**config.mk**
```make
export PLATFORM = sky130hd
export DESIGN_NAME = crossing_scheduler
export DESIGN_NICKNAME = d
export VERILOG_FILES = /design/src/rtl/crossing_scheduler.sv
export SDC_FILE = /design/constraint.sdc
export NUM_CORES = 1
export LEC_CHECK = 0
export CORE_ASPECT_RATIO = 0.5
export CORE_UTILIZATION = 30
export CTS_BUF_LIST = sky130_fd_sc_hd__clkbuf_4 sky130_fd_sc_hd__clkbuf_8 sky130_fd_sc_hd__clkbuf_16
export DETAILED_ROUTE_END_ITERATION = 7
export HOLD_SLACK_MARGIN = 0.06
export SKIP_LAST_GASP = 1
export SLEW_MARGIN = 20
export SYNTH_ARGS = -nofsm -noshare
export SYNTH_HDL_FRONTEND = slang
export SYNTH_SLANG_ARGS = --single-unit
```
**constraint.sdc**
```tcl
create_clock -name sysClk -period 3.55 [get_ports sysClk]
set_input_delay 0.8875 -clock sysClk [delete_from_list [all_inputs] [get_ports sysClk]]
set_output_delay 0.8875 -clock sysClk [all_outputs]
set_load 0.005 [all_outputs]
```
**src/rtl/crossing_scheduler.sv**
```systemverilog
// Two-direction intersection sequencer with all-red clearance, latched walk requests and night flashing.
// Optional emergency preemption is built only when XSCHED_PREEMPT_EN is defined.
module crossing_scheduler #(
    parameter int          C_INT_GREEN  = 10,
    parameter int          C_INT_YELLOW = 2,
    parameter int          C_INT_ALLRED = 1,
    parameter int          C_INT_WALK   = 5,
    parameter logic [11:0] C_COLORS     = 12'b100_010_110_111
) (
    input  logic       sysClk,
    input  logic       sysRst,
    input  logic       tick,
    input  logic       mode,
    input  logic [1:0] pedReq,
    input  logic       emgReq,
    output logic [1:0] stateA,
    output logic [1:0] stateB,
    output logic [2:0] rgbA,
    output logic [2:0] rgbB,
    output logic [1:0] pedPend,
    output logic       emgAck
);

    localparam int C_MAX_GY  = (C_INT_GREEN > C_INT_YELLOW) ? C_INT_GREEN : C_INT_YELLOW;
    localparam int C_MAX_AW  = (C_INT_ALLRED > C_INT_WALK) ? C_INT_ALLRED : C_INT_WALK;
    localparam int C_MAX_INT = (C_MAX_GY > C_MAX_AW) ? C_MAX_GY : C_MAX_AW;
    localparam int C_CNT_W   = $clog2(C_MAX_INT + 1);

    localparam logic [1:0] CODE_RED    = 2'd0;
    localparam logic [1:0] CODE_GREEN  = 2'd1;
    localparam logic [1:0] CODE_YELLOW = 2'd2;
    localparam logic [1:0] CODE_WALK   = 2'd3;

    localparam logic [2:0] RGB_RED    = C_COLORS[11:9];
    localparam logic [2:0] RGB_GREEN  = C_COLORS[8:6];
    localparam logic [2:0] RGB_YELLOW = C_COLORS[5:3];
    localparam logic [2:0] RGB_WALK   = C_COLORS[2:0];

    typedef enum logic [2:0] {
        S_ALLRED_B2A, S_A_GO, S_A_YEL, S_ALLRED_A2B, S_B_GO, S_B_YEL, S_WALK, S_NIGHT
    } state_t;

    state_t               state_q, state_d;
    logic [C_CNT_W-1:0]   cnt_q, cnt_d;
    logic [1:0]           pend_q, pend_d;
    logic                 blink_q, blink_d;
    logic                 dir_b_q, dir_b_d;      // 1: the next green phase belongs to B
    logic                 ack_q, ack_d;
    logic [1:0]           code_a_q, code_a_d, code_b_q, code_b_d;
    logic [2:0]           rgb_a_q, rgb_a_d, rgb_b_q, rgb_b_d;
    logic                 hold;
    logic                 pend_clr;
    logic                 dwell_done;

    function automatic logic [C_CNT_W-1:0] last_count(input state_t s);
        case (s)
            S_A_GO, S_B_GO:   return C_CNT_W'(C_INT_GREEN - 1);
            S_A_YEL, S_B_YEL: return C_CNT_W'(C_INT_YELLOW - 1);
            S_WALK:           return C_CNT_W'(C_INT_WALK - 1);
            default:          return C_CNT_W'(C_INT_ALLRED - 1);
        endcase
    endfunction

    function automatic logic is_allred(input state_t s);
        return (s == S_ALLRED_B2A) || (s == S_ALLRED_A2B);
    endfunction

`ifdef XSCHED_PREEMPT_EN
    assign hold = emgReq && is_allred(state_q);
`else
    logic emg_unused;
    assign hold       = 1'b0;
    assign emg_unused = emgReq;
`endif

    assign dwell_done = tick && (cnt_q == last_count(state_q));

    always_comb begin
        // NOTE: every signal written here gets a default first, so no path leaves it unassigned and no latch is inferred.
        state_d  = state_q;
        cnt_d    = cnt_q;
        blink_d  = blink_q;
        dir_b_d  = dir_b_q;
        ack_d    = 1'b0;
        pend_clr = 1'b0;

        case (state_q)
            S_ALLRED_B2A, S_ALLRED_A2B: begin
                if (dwell_done && !hold) begin
                    dir_b_d = (state_q == S_ALLRED_A2B);
                    if (mode) begin
                        state_d = S_NIGHT;
                    end else if (pend_q != 2'b00) begin
                        state_d  = S_WALK;
                        pend_clr = 1'b1;
                    end else begin
                        state_d = (state_q == S_ALLRED_A2B) ? S_B_GO : S_A_GO;
                    end
                end
            end
            S_A_GO:  if (dwell_done) state_d = S_A_YEL;
            S_A_YEL: if (dwell_done) state_d = S_ALLRED_A2B;
            S_B_GO:  if (dwell_done) state_d = S_B_YEL;
            S_B_YEL: if (dwell_done) state_d = S_ALLRED_B2A;
            S_WALK:  if (dwell_done) state_d = dir_b_q ? S_B_GO : S_A_GO;
            S_NIGHT: begin
                if (tick) begin
                    if (!mode) state_d = S_ALLRED_B2A;
                    else       blink_d = ~blink_q;
                end
            end
            default: state_d = S_ALLRED_B2A;
        endcase

`ifdef XSCHED_PREEMPT_EN
        if (emgReq) begin
            case (state_q)
                S_A_GO:          state_d = S_A_YEL;
                S_B_GO:          state_d = S_B_YEL;
                S_WALK, S_NIGHT: state_d = dir_b_q ? S_ALLRED_A2B : S_ALLRED_B2A;
                default:         ;
            endcase
        end
        ack_d = emgReq && is_allred(state_d);
`endif

        // Dwell restarts on every entry and stays at zero while preempt holds all-red.
        if ((state_d != state_q) || hold) begin
            cnt_d = '0;
        end else if (tick && (state_q != S_NIGHT)) begin
            cnt_d = cnt_q + 1'b1;
        end

        if ((state_d == S_NIGHT) && (state_q != S_NIGHT)) blink_d = 1'b1;

        // A request seen on the walk-entry cycle survives the clear.
        pend_d = (pend_q & ~{2{pend_clr}}) | pedReq;

        code_a_d = CODE_RED;
        code_b_d = CODE_RED;
        rgb_a_d  = RGB_RED;
        rgb_b_d  = RGB_RED;
        case (state_d)
            S_A_GO:  begin code_a_d = CODE_GREEN;  rgb_a_d = RGB_GREEN;  end
            S_A_YEL: begin code_a_d = CODE_YELLOW; rgb_a_d = RGB_YELLOW; end
            S_B_GO:  begin code_b_d = CODE_GREEN;  rgb_b_d = RGB_GREEN;  end
            S_B_YEL: begin code_b_d = CODE_YELLOW; rgb_b_d = RGB_YELLOW; end
            S_WALK: begin
                code_a_d = CODE_WALK; code_b_d = CODE_WALK;
                rgb_a_d  = RGB_WALK;  rgb_b_d  = RGB_WALK;
            end
            S_NIGHT: begin
                code_a_d = CODE_YELLOW;
                code_b_d = CODE_YELLOW;
                rgb_a_d  = blink_d ? RGB_YELLOW : 3'b000;
                rgb_b_d  = blink_d ? RGB_YELLOW : 3'b000;
            end
            default: ;
        endcase
    end

    always_ff @(posedge sysClk) begin
        // NOTE: sequential state uses non-blocking assignments so every flop samples pre-edge values.
        if (sysRst) begin
            state_q  <= S_ALLRED_B2A;
            cnt_q    <= '0;
            pend_q   <= 2'b00;
            blink_q  <= 1'b1;
            dir_b_q  <= 1'b0;
            ack_q    <= 1'b0;
            code_a_q <= CODE_RED;
            code_b_q <= CODE_RED;
            rgb_a_q  <= RGB_RED;
            rgb_b_q  <= RGB_RED;
        end else begin
            state_q  <= state_d;
            cnt_q    <= cnt_d;
            pend_q   <= pend_d;
            blink_q  <= blink_d;
            dir_b_q  <= dir_b_d;
            ack_q    <= ack_d;
            code_a_q <= code_a_d;
            code_b_q <= code_b_d;
            rgb_a_q  <= rgb_a_d;
            rgb_b_q  <= rgb_b_d;
        end
    end

    assign stateA  = code_a_q;
    assign stateB  = code_b_q;
    assign rgbA    = rgb_a_q;
    assign rgbB    = rgb_b_q;
    assign pedPend = pend_q;
    assign emgAck  = ack_q;

endmodule

```
==> summary.txt, run 1 <==
Logic synthesis
  – Syn Area/Cell: 8.540 µm²
  – Synth Net Count: 157
  – Mapped Cells: 149
  – Mapped cell area: 1272 µm²
  – Top FF cell, synth: dfxtp_1
  – Area leader, netlist: dfxtp_1
  – Ys async rst share: 0%
  – Yosys top cell area share: 33.04%
  – Post-synth EDFFs: 0
  – Commonest cells in the netlist: dfxtp_1 (21), nor2_1 (20), nand2_1 (12)
  – Unique masters post-synth: 50
  – Synth warn: 0
  – Seq/Total Area, Yosys: 33.04%
  – Synthesized flop and latch total: 21
  – Top post-synthesis cells by area: dfxtp_1 (33%), nor2_1 (5.9%), xor2_1 (4.8%)
  – Most frequent cell after synthesis: dfxtp_1

Setup path
  – Worst endpoint required time: 3710 ps
  – CP arrival: 3050 ps
  – Number of cells on the worst reg-to-reg path: 7
  – R2r setup slk: 1110 ps
  – CP Max Fanout: 10
  – Critical path origin: tick
  – Setup CP Type: in2reg
  – Type of origin of the critical path: primary input
  – Worst r2r src: state_q[2]
  – R2R Path End: blink_q
  – Critical Path Sink Type: register

Global routing
  – Vias in the first global route: 873
  – Initial antenna violation count: 0
  – First-pass GRT wire length: 4.333 mm
  – Total gr overflow: 0
  – Largest net degree at the start of global routing: 14
  – Global-route total usage across every layer: 13.15%

Route
  – 1st-iter DRT viols: 216
  – Final ANT Viol Nets: 0
  – WL/cell: 13.05 µm
  – Post-Route WL: 2.859 mm
  – Total number of vias: 1,124
  – Via-to-Cell Ratio: 5.132
  – # DRC: 0
  – DRT Pass-1 Iters: 4

Placement
  – Post-detail-place hpwl: 2.158 mm
  – Placer Congestion: 0.9183
  – Dpl cell area: 1488 µm²
  – Placed cells: 215
  – Port Buf Inserts: 17

Floorplan
  – Die width: 94.11 µm
  – Die area: 4522 µm²
  – Row Count: 16
  – I/O pins: 20
  – Die Y: 48.05 µm
  – Core box area: 3984 µm²
  – Initial core utilization: 31.94%

Min path
  – Hold Path Sink: cnt_q[1]
  – Hold_sp: cnt_q[1]
  – Hold path depth: 2
  – Hold Path Class: reg2reg

Clock tree
  – Clk buf depth: 2
  – CTS Buf Count: 3
  – Reg clk slew, reported paths: 80 ps
  – CTS Hold Bufs: 0
  – CTS tree: built
  – Root buf cell: clkbuf_8
  – Postcts setup bufs: 0
  – # H-tree levels: 1
  – Clock sink total: 21
  – Resized Gates After CTS: 0
  – Clock Latency Late Sink: 260 ps

Finish
  – Area growth syn-to-layout: 20.75%
  – # fillers: 398
  – Non-filler instance count after layout: 219
  – Footprint of the multi-input gates: 788.3 µm²
  – Post-Layout Inst Area: 1536 µm²
  – Net count, final: 174
  – Sequential cell area: 420.4 µm²
  – Antenna cell count: 0
  – Layout cells sized above 1: 13.94%

Job
  – Max Cap Viol: 0

Timing
  – Setup TNS: 0 ps
  – Final setup fails: 0
  – Clock Skew: 1.876 ps
  – RSZ-0062 raised after global routing: no
  – Final hold vios: 0
  – Final min period: 2890 ps
  – Fmax: 346.0 MHz
  – Max Slew Vio Count: 0
  – Final period util: 81.41%

Pwr
  – Peak supply drop: 0.0003988 V
  – PD cells: 969.9 nW/µm²
  – Leak: 0.0005609 µW

Run status
  – Status: completed
[cell families (layout without fill, tap and decap cells)]
logic type                 after synthesis  in the layout  share of synthesized area (%)
buffers and inverters                   12             28                          5.014
DFF                                     21             21                          33.04
adders and majority gates                1              1                         0.9831
other                                    1              1                         0.2947
and+or+nand+nor                         66             66                          30.19
xor gates and xnor gates                13             13                          10.42
AOI/OAI and AO/OA                       35             35                          20.06
[placed cells by master, fill, tap and decap left out, types with 2 or more instances in the layout]
cell type,Yosys,final
xnor2_1,5,5
nor3_1,5,5
dfxtp_1,21,21
o21ai_0,3,3
inv_1,3,3
a211oi_1,3,3
nand2b_1,3,3
a21oi_1,10,10
clkdlybuf4s50_1,0,17
nand2_1,12,12
nor4_1,4,4
nor2_1,20,20
buf_4,2,4
o31ai_1,4,4
nand3_1,6,6
clkbuf_8,0,3
xor2_1,7,7
or2_2,2,2
a31oi_1,2,2
[state kept, by name, summed over array words and instances, names as in the netlist]
register,cells
stateB,2
stateA,2
rgbA,3
cnt_q,4
rgbB,3
dir_b_q,1
state_q,3
blink_q,1
pedPend,2
[critical path, stage by stage]
cell and delay (ps):
clkdlybuf4s50_1 530, nor2b_1 280, nand4_4 180, or4_4 590, nand3_2 200, nor2_2 40, a311o_1 340
[through the flow]
step / hold slack [ps] / utilization, % / worst slack (ps) / total power (µW)
final: 505.1 / 38.57 / 660.0 / 1490
after global routing: 540.8 / 38.57 / 554.0 / 1615
after CTS: 507.1 / 38.57 / 666.9 / 1491
after detailed placement: 495.4 / 37.34 / 385.8 / 1325
after global placement: 494.7 / 37.34 / 384.0 / 1317
after floorplan: 471.5 / - / 1096 / 1098
[power breakdown]
group	total (µW)	internal [µW]	switching, µW	leakage [µW]
sequential	379	303	75.3	0.000172
combinational	950	411	539	0.000367
clock	162	79.3	82.4	0.0000217
[worst max-delay path by stage]
| stage | end | cells after the start | slack, ps |
|---|---|---|---|
| 6_report | blink_q | 7 | 660 |
| 5_1_grt | rgbA[2] | 9 | 550 |
| 4_1_cts | blink_q | 7 | 670 |
| 3_5_place_dp | blink_q | 7 | 390 |
| 3_3_place_gp | blink_q | 7 | 380 |
| 2_1_floorplan | blink_q | 6 | 1100 |
[cell type report]
type                            instances  share of cell area (%)
Clock inverter                          1                  0.4886
Inverter                                3                  0.7329
Clock buffer                            3                   2.687
Multi-Input combinational cell        116                   51.30
Sequential cell                        21                   27.36
Tap cell                               54                   4.397
Timing Repair Buffer                   21                   13.03
[layer usage]
layer | track usage, % | wire (µm) | up-vias
li1 | - | - | 565
met1 | 18.13 | 1395 | 518
met2 | 20.58 | 1278 | 35
met3 | 3.492 | 142 | 6
met4 | 3.692 | 42 | 0
met5 | 0 | 0 | -
Power figures use the tool's default switching activity.
==> run 2: changes to the inputs <==
==> constraint.sdc (replaced) <==
create_clock -name sysClk -period 2.62 [get_ports sysClk]
set_input_delay 0.655 -clock sysClk [delete_from_list [all_inputs] [get_ports sysClk]]
set_output_delay 0.655 -clock sysClk [all_outputs]
set_load 0.005 [all_outputs]
==> summary.txt, run 2 (synthesis results as in run 1) <==
Run status
  – Status: completed

Route
  – Post-Route WL: 3.056 mm (+6.9%)
  – Final ANT Viol Nets: 0 (unchanged)
  – # DRC: 0 (unchanged)
  – 1st-iter DRT viols: 141 (-35%)
  – Via-to-Cell Ratio: 4.953 (-3.5%)
  – DRT Pass-1 Iters: 4 (unchanged)
  – Total number of vias: 1,169 (+4.0%)
  – WL/cell: 12.95 µm (-0.81%)

Global routing
  – Initial antenna violation count: 0 (unchanged)
  – Total gr overflow: 0 (unchanged)
  – Largest net degree at the start of global routing: 18 (+4)
  – Global-route total usage across every layer: 14.54% (+1.4 points)
  – First-pass GRT wire length: 4.857 mm (+12%)
  – Vias in the first global route: 987 (+13%)

Clock tree
  – CTS Hold Bufs: 0 (unchanged)
  – Root buf cell: clkbuf_8
  – Reg clk slew, reported paths: 80 ps (about the same)
  – # H-tree levels: 1 (unchanged)
  – Clock Latency Late Sink: 270 ps (about the same)
  – Resized Gates After CTS: 0 (unchanged)
  – Postcts setup bufs: 0 (unchanged)
  – Clock sink total: 21 (unchanged)
  – CTS tree: built
  – CTS Buf Count: 3 (unchanged)
  – Clk buf depth: 2 (unchanged)

Timing
  – Fmax: 401.1 MHz
  – Final setup fails: 0 (unchanged)
  – Clock Skew: 2.011 ps (+0.1352 ps)
  – Final hold vios: 0 (unchanged)
  – Final min period: 2493 ps
  – RSZ-0062 raised after global routing: no
  – Final period util: 95.17%
  – Setup TNS: 0 ps (unchanged)
  – Max Slew Vio Count: 0 (unchanged)

Pwr
  – Peak supply drop: 0.0005742 V (+44%)
  – Power, Total: 2261 µW (+52%)
  – PD cells: 1359 nW/µm² (+40%)
  – Leak: 0.0006425 µW (+15%)
  – Net Sw Frac: 44.20% (-2.5 points)
  – Psw: 999.5 µW (+44%)
  – Sequential share of power: 20.7% (-4.7 points)
  – Clock share of power: 9.9% (-1.0 points)
  – Int Pwr: 1262 µW (+59%)
  – Gate power share: 69.4% (+5.7 points)

Setup path
  – CP arrival: 2650 ps (-400 ps)
  – Type of origin of the critical path: primary input
  – End of the critical path: blink_q
  – Setup CP Type: in2reg
  – R2r setup slk: 380 ps (-730 ps)
  – Number of cells on the worst reg-to-reg path: 7 (unchanged)
  – Critical path origin: tick
  – Worst endpoint required time: 2780 ps (-930 ps)
  – R2R Path End: blink_q
  – Worst r2r src: state_q[1]
  – CP Max Fanout: 5 (-5)
  – Critical Path Sink Type: register

Finish
  – Post-Layout Inst Area: 1664 µm² (+8.3%)
  – Largest Register: cnt_q
  – Net count, final: 191 (+9.8%)
  – Max reg flops: 4 (unchanged)
  – Footprint of the multi-input gates: 788.3 µm² (unchanged)
  – Antenna cell count: 0 (unchanged)
  – Layout cells sized above 1: 21.98% (+8.0 points)
  – Sequential cell area: 420.4 µm² (unchanged)
  – Commonest non-fill, non-tap cells in the layout: dfxtp_1 (21), buf_4 (21), nor2_1 (20), clkdlybuf4s50_1 (17), nand2_1 (12)
  – Area growth syn-to-layout: 30.78%
  – # fillers: 404 (+1.5%)

Floorplan
  – Die Y: 48.05 µm (unchanged)
  – Die width: 94.11 µm (unchanged)
  – Row Count: 16 (unchanged)
  – I/O pins: 20 (unchanged)
  – Die area: 4522 µm² (unchanged)
  – Core box area: 3984 µm² (unchanged)
  – Initial core utilization: 31.94% (unchanged)

Job
  – Max Cap Viol: 0 (unchanged)

Placement
  – Post-detail-place hpwl: 2.400 mm (+11%)
  – Dpl cell area: 1615 µm² (+8.6%)
  – Placer Congestion: 0.8802 (-4.1%)
  – Port Buf Inserts: 17 (unchanged)

Min path
  – Hold Path Class: reg2reg
-- run 2: cell types whose count changed in the layout (fill, tap and decap cells not counted), sizes merged --
| cell | change |
|---|---|
| buf | +17 |
-- run 2: critical path, stage by stage --
cell and delay (ps):
clkdlybuf4s50_1 490, nor2b_1 260, nand4_4 150, or4_4 570
nand3_2 150, nor2_2 40, a311o_1 330
-- run 2: how the worst min path moves through the flow --
stage / start / end / slack [ps] / cells past startpoint
after floorplan: cnt_q[1] / cnt_q[1] / 470 / 2
after global placement: cnt_q[1] / cnt_q[1] / 500 / 2
after detailed placement: cnt_q[1] / cnt_q[1] / 500 / 2
after CTS: cnt_q[1] / cnt_q[1] / 510 / 2
after global routing: cnt_q[1] / cnt_q[1] / 550 / 2
final: cnt_q[1] / cnt_q[1] / 510 / 2
-- run 2: power groups by stage --
stage	combinational (µW)	sequential, µW	clock (µW)
after floorplan	1030	461	0
after detailed placement	1550	478	0
final	1570	469	223
after global placement	1540	476	0
after global routing	1710	481	244
after CTS	1570	470	228
-- run 2: cell type report --
cell class	count	share of cell area, %
Tap cell	54	4.060
Sequential cell	21	25.26
Multi-Input combinational cell	116	47.37
Timing Repair Buffer	38	19.70
Inverter	3	0.6767
Clock inverter	1	0.4511
Clock buffer	3	2.481
-- run 2: metrics by stage --
stage / instances / utilization, % / setup WS [ps] / hold WS [ps]
floorplan: 149 / - / 399.0 / 471.5
global placement: 232 / 40.55 / -113.6 / 497.3
detailed placement: 232 / 40.55 / -144.9 / 496.6
CTS: 236 / 41.77 / 131.6 / 508.5
global route: 236 / 41.77 / 46.33 / 548.3
finish: 236 / 41.77 / 126.6 / 508.9
-- run 2: layer usage --
layer | share of wire (%) | global-route usage, %
met5 | 0 | 0
met4 | 0.52 | 2.154
met3 | 7.0 | 3.810
met2 | 43 | 24.23
met1 | 50 | 19.72
==> run 3: changes to the inputs <==
--- a/config.mk
+++ b/config.mk
@@ -5,11 +5,14 @@
 export SDC_FILE = /design/constraint.sdc
 export NUM_CORES = 1
 export LEC_CHECK = 0
+export CELL_PAD_IN_SITES_DETAIL_PLACEMENT = 1
+export CELL_PAD_IN_SITES_GLOBAL_PLACEMENT = 2
 export CORE_ASPECT_RATIO = 0.5
-export CORE_UTILIZATION = 30
+export CORE_UTILIZATION = 28
 export CTS_BUF_LIST = sky130_fd_sc_hd__clkbuf_4 sky130_fd_sc_hd__clkbuf_8 sky130_fd_sc_hd__clkbuf_16
 export DETAILED_ROUTE_END_ITERATION = 7
 export HOLD_SLACK_MARGIN = 0.06
+export PLACE_DENSITY_LB_ADDON = 0.1
 export SKIP_LAST_GASP = 1
 export SLEW_MARGIN = 20
 export SYNTH_ARGS = -nofsm -noshare
==> summary.txt, run 3 (synthesis results as in run 1) <==
Run status
  – Status: completed

Setup path
  – CP Buf/Inv Count: 1 (unchanged)
  – Slowest stage delay, CP: 580 ps (about the same)
  – Worst endpoint required time: 2790 ps (about the same)
  – Type of origin of the critical path: primary input
  – Setup CP Type: in2reg
  – Crit path cell chain: clkdlybuf4s50_1, nor2b_1, nand4_4, or4_4, nand3_2, nor2_2, a311o_1
  – Worst r2r src: state_q[0]
  – Critical path depth in cells: 7 (unchanged)
  – Number of cells on the worst reg-to-reg path: 7 (unchanged)
  – R2r setup slk: 330 ps (-50 ps)
  – CP arrival: 2660 ps (about the same)
  – Slowest CP cell: or4_4
  – Crit-path leading delay family: simple AND/OR/NAND/NOR gates
  – CP Max Fanout: 4 (-1)
  – Critical Path Sink Type: register
  – R2R Path End: blink_q

Route
  – # DRC: 0 (unchanged)
  – Post-Route WL: 3.824 mm (+25%)
  – Via-to-Cell Ratio: 5.104 (+3.0%)
  – Total number of vias: 1,225 (+4.8%)
  – Final ANT Viol Nets: 0 (unchanged)
  – WL/cell: 15.93 µm (+23%)
  – DRT Pass-1 Iters: 4 (unchanged)
  – 1st-iter DRT viols: 39 (-72%)

Clock tree
  – Root buf cell: clkbuf_8
  – CTS tree: built
  – CTS Hold Bufs: 0 (unchanged)
  – # H-tree levels: 1 (unchanged)
  – Reg clk slew, reported paths: 90 ps (about the same)
  – Clock Latency Late Sink: 270 ps (about the same)
  – CTS Buf Count: 3 (unchanged)
  – Clock sink total: 21 (unchanged)
  – Clk buf depth: 2 (unchanged)

Timing
  – Final setup fails: 0 (unchanged)
  – RSZ-0062 raised after global routing: no
  – Final period util: 95.05% (-0.12 points)
  – Final hold vios: 0 (unchanged)
  – Fmax: 401.6 MHz (+0.13%)
  – Worst hold slack: 540.1 ps (+31.24 ps)
  – Setup TNS: 0 ps (unchanged)
  – Clock Skew: 7.501 ps (+5.490 ps)
  – Max Slew Vio Count: 0 (unchanged)
  – Final min period: 2490 ps (-3.134 ps)

Placement
  – Port Buf Inserts: 17 (unchanged)
  – Post-detail-place hpwl: 2.955 mm (+23%)
  – Dpl cell area: 1645 µm² (+1.9%)
  – Placer Congestion: 0.8181 (-7.1%)

Pwr
  – Psw: 1089 µW (+8.9%)
  – Int Pwr: 1309 µW (+3.7%)
  – PD cells: 1413 nW/µm² (+4.0%)
  – Gate power share: 71.0% (+1.6 points)
  – Sequential share of power: 19.2% (-1.5 points)
  – Clock share of power: 9.8% (about the same)
  – Peak supply drop: 0.0005261 V (-8.4%)
  – Leak: 0.0006641 µW (+3.4%)
  – Net Sw Frac: 45.41% (+1.2 points)

Floorplan
  – Initial core utilization: 30.86% (-1.1 points)
  – Die width: 97.34 µm (+3.4%)
  – Row Count: 16 (unchanged)
  – I/O pins: 20 (unchanged)
  – Die Y: 49.67 µm (+3.4%)
  – Die area: 4835 µm² (+6.9%)
  – Core box area: 4124 µm² (+3.5%)

Global routing
  – Initial antenna violation count: 0 (unchanged)
  – Vias in the first global route: 1,290 (+31%)
  – Total gr overflow: 0 (unchanged)
  – First-pass GRT wire length: 6.396 mm (+32%)
  – Largest net degree at the start of global routing: 15 (-3)
  – Global-route total usage across every layer: 17.24% (+2.7 points)

Job
  – Max Cap Viol: 0 (unchanged)

Finish
  – Layout cells sized above 1: 24.19% (+2.2 points)
  – Commonest non-fill, non-tap cell in the layout: buf_4
  – Post-Layout Inst Area: 1697 µm² (+2.0%)
  – Commonest non-fill, non-tap cells in the layout: buf_4 (25), dfxtp_1 (21), nor2_1 (20), clkdlybuf4s50_1 (17), nand2_1 (12)
  – Area growth syn-to-layout: 33.33%
  – Max reg flops: 4 (unchanged)
  – Net count, final: 195 (+2.1%)
  – Antenna cell count: 0 (unchanged)
  – Largest Register: cnt_q

Min path
  – Hold_sp: dir_b_q
  – Hold Path Class: reg2reg
  – Hold path depth: 2 (unchanged)
  – Hold Path Sink: dir_b_q
run 3: cell type report:
| class | instances | area, µm² |
|---|---|---|
| Fill cell | 495 | 2427 |
| Multi-Input combinational cell | 116 | 790.8 |
| Sequential cell | 21 | 420.4 |
| Timing Repair Buffer | 42 | 357.8 |
| Tap cell | 54 | 67.56 |
| Clock buffer | 3 | 41.29 |
| Inverter | 3 | 11.26 |
| Clock inverter | 1 | 7.507 |
run 3: worst max-delay path by stage:
stage	start	endpoint	slack (ps)
floorplan	tick	blink_q	400
global placement	tick	blink_q	-110
detailed placement	tick	blink_q	-170
CTS	tick	cnt_q[1]	110
global route	tick	cnt_q[1]	5
finish	tick	blink_q	130
run 3: power groups by stage:
stage,Sequential [µW],Combinational (µW),Clock (µW)
3_3_place_gp,466,1660,0
3_5_place_dp,468,1670,0
4_1_cts,461,1700,245
5_1_grt,468,1850,258
6_report,460,1700,235
2_1_floorplan,461,1030,0
run 3: worst min-delay path: stages, from the launching register on:
cell and delay (ps):
dfxtp_1 370, o41ai_1 80, a21oi_1 60
run 3: stage by stage:
step	util (%)	total power, µW	setup WS (ps)	instances
after detailed placement	39.90	2136	-174.3	236
after global routing	41.14	2576	5.028	240
after global placement	39.90	2125	-108.4	236
after CTS	41.08	2409	111.0	240
final	41.14	2397	129.7	240
after floorplan	-	1488	399.0	149
run 3: what timing repair did:
action,4_1_cts,5_1_grt
gates resized for setup,0,1
setup endpoints to repair,0,1
setup buffers,0,0
run 3: layer usage:
| metal | part of all wire, % | up-vias | wire length (µm) | track usage [%] |
|---|---|---|---|---|
| met5 | 0 | - | 0 | 0 |
| met3 | 2.9 | 2 | 111 | 4.681 |
| met4 | 0.24 | 0 | 9 | 0.7353 |
| li1 | - | 604 | - | - |
| met1 | 54 | 603 | 2059 | 24.25 |
| met2 | 43 | 16 | 1644 | 27.82 |
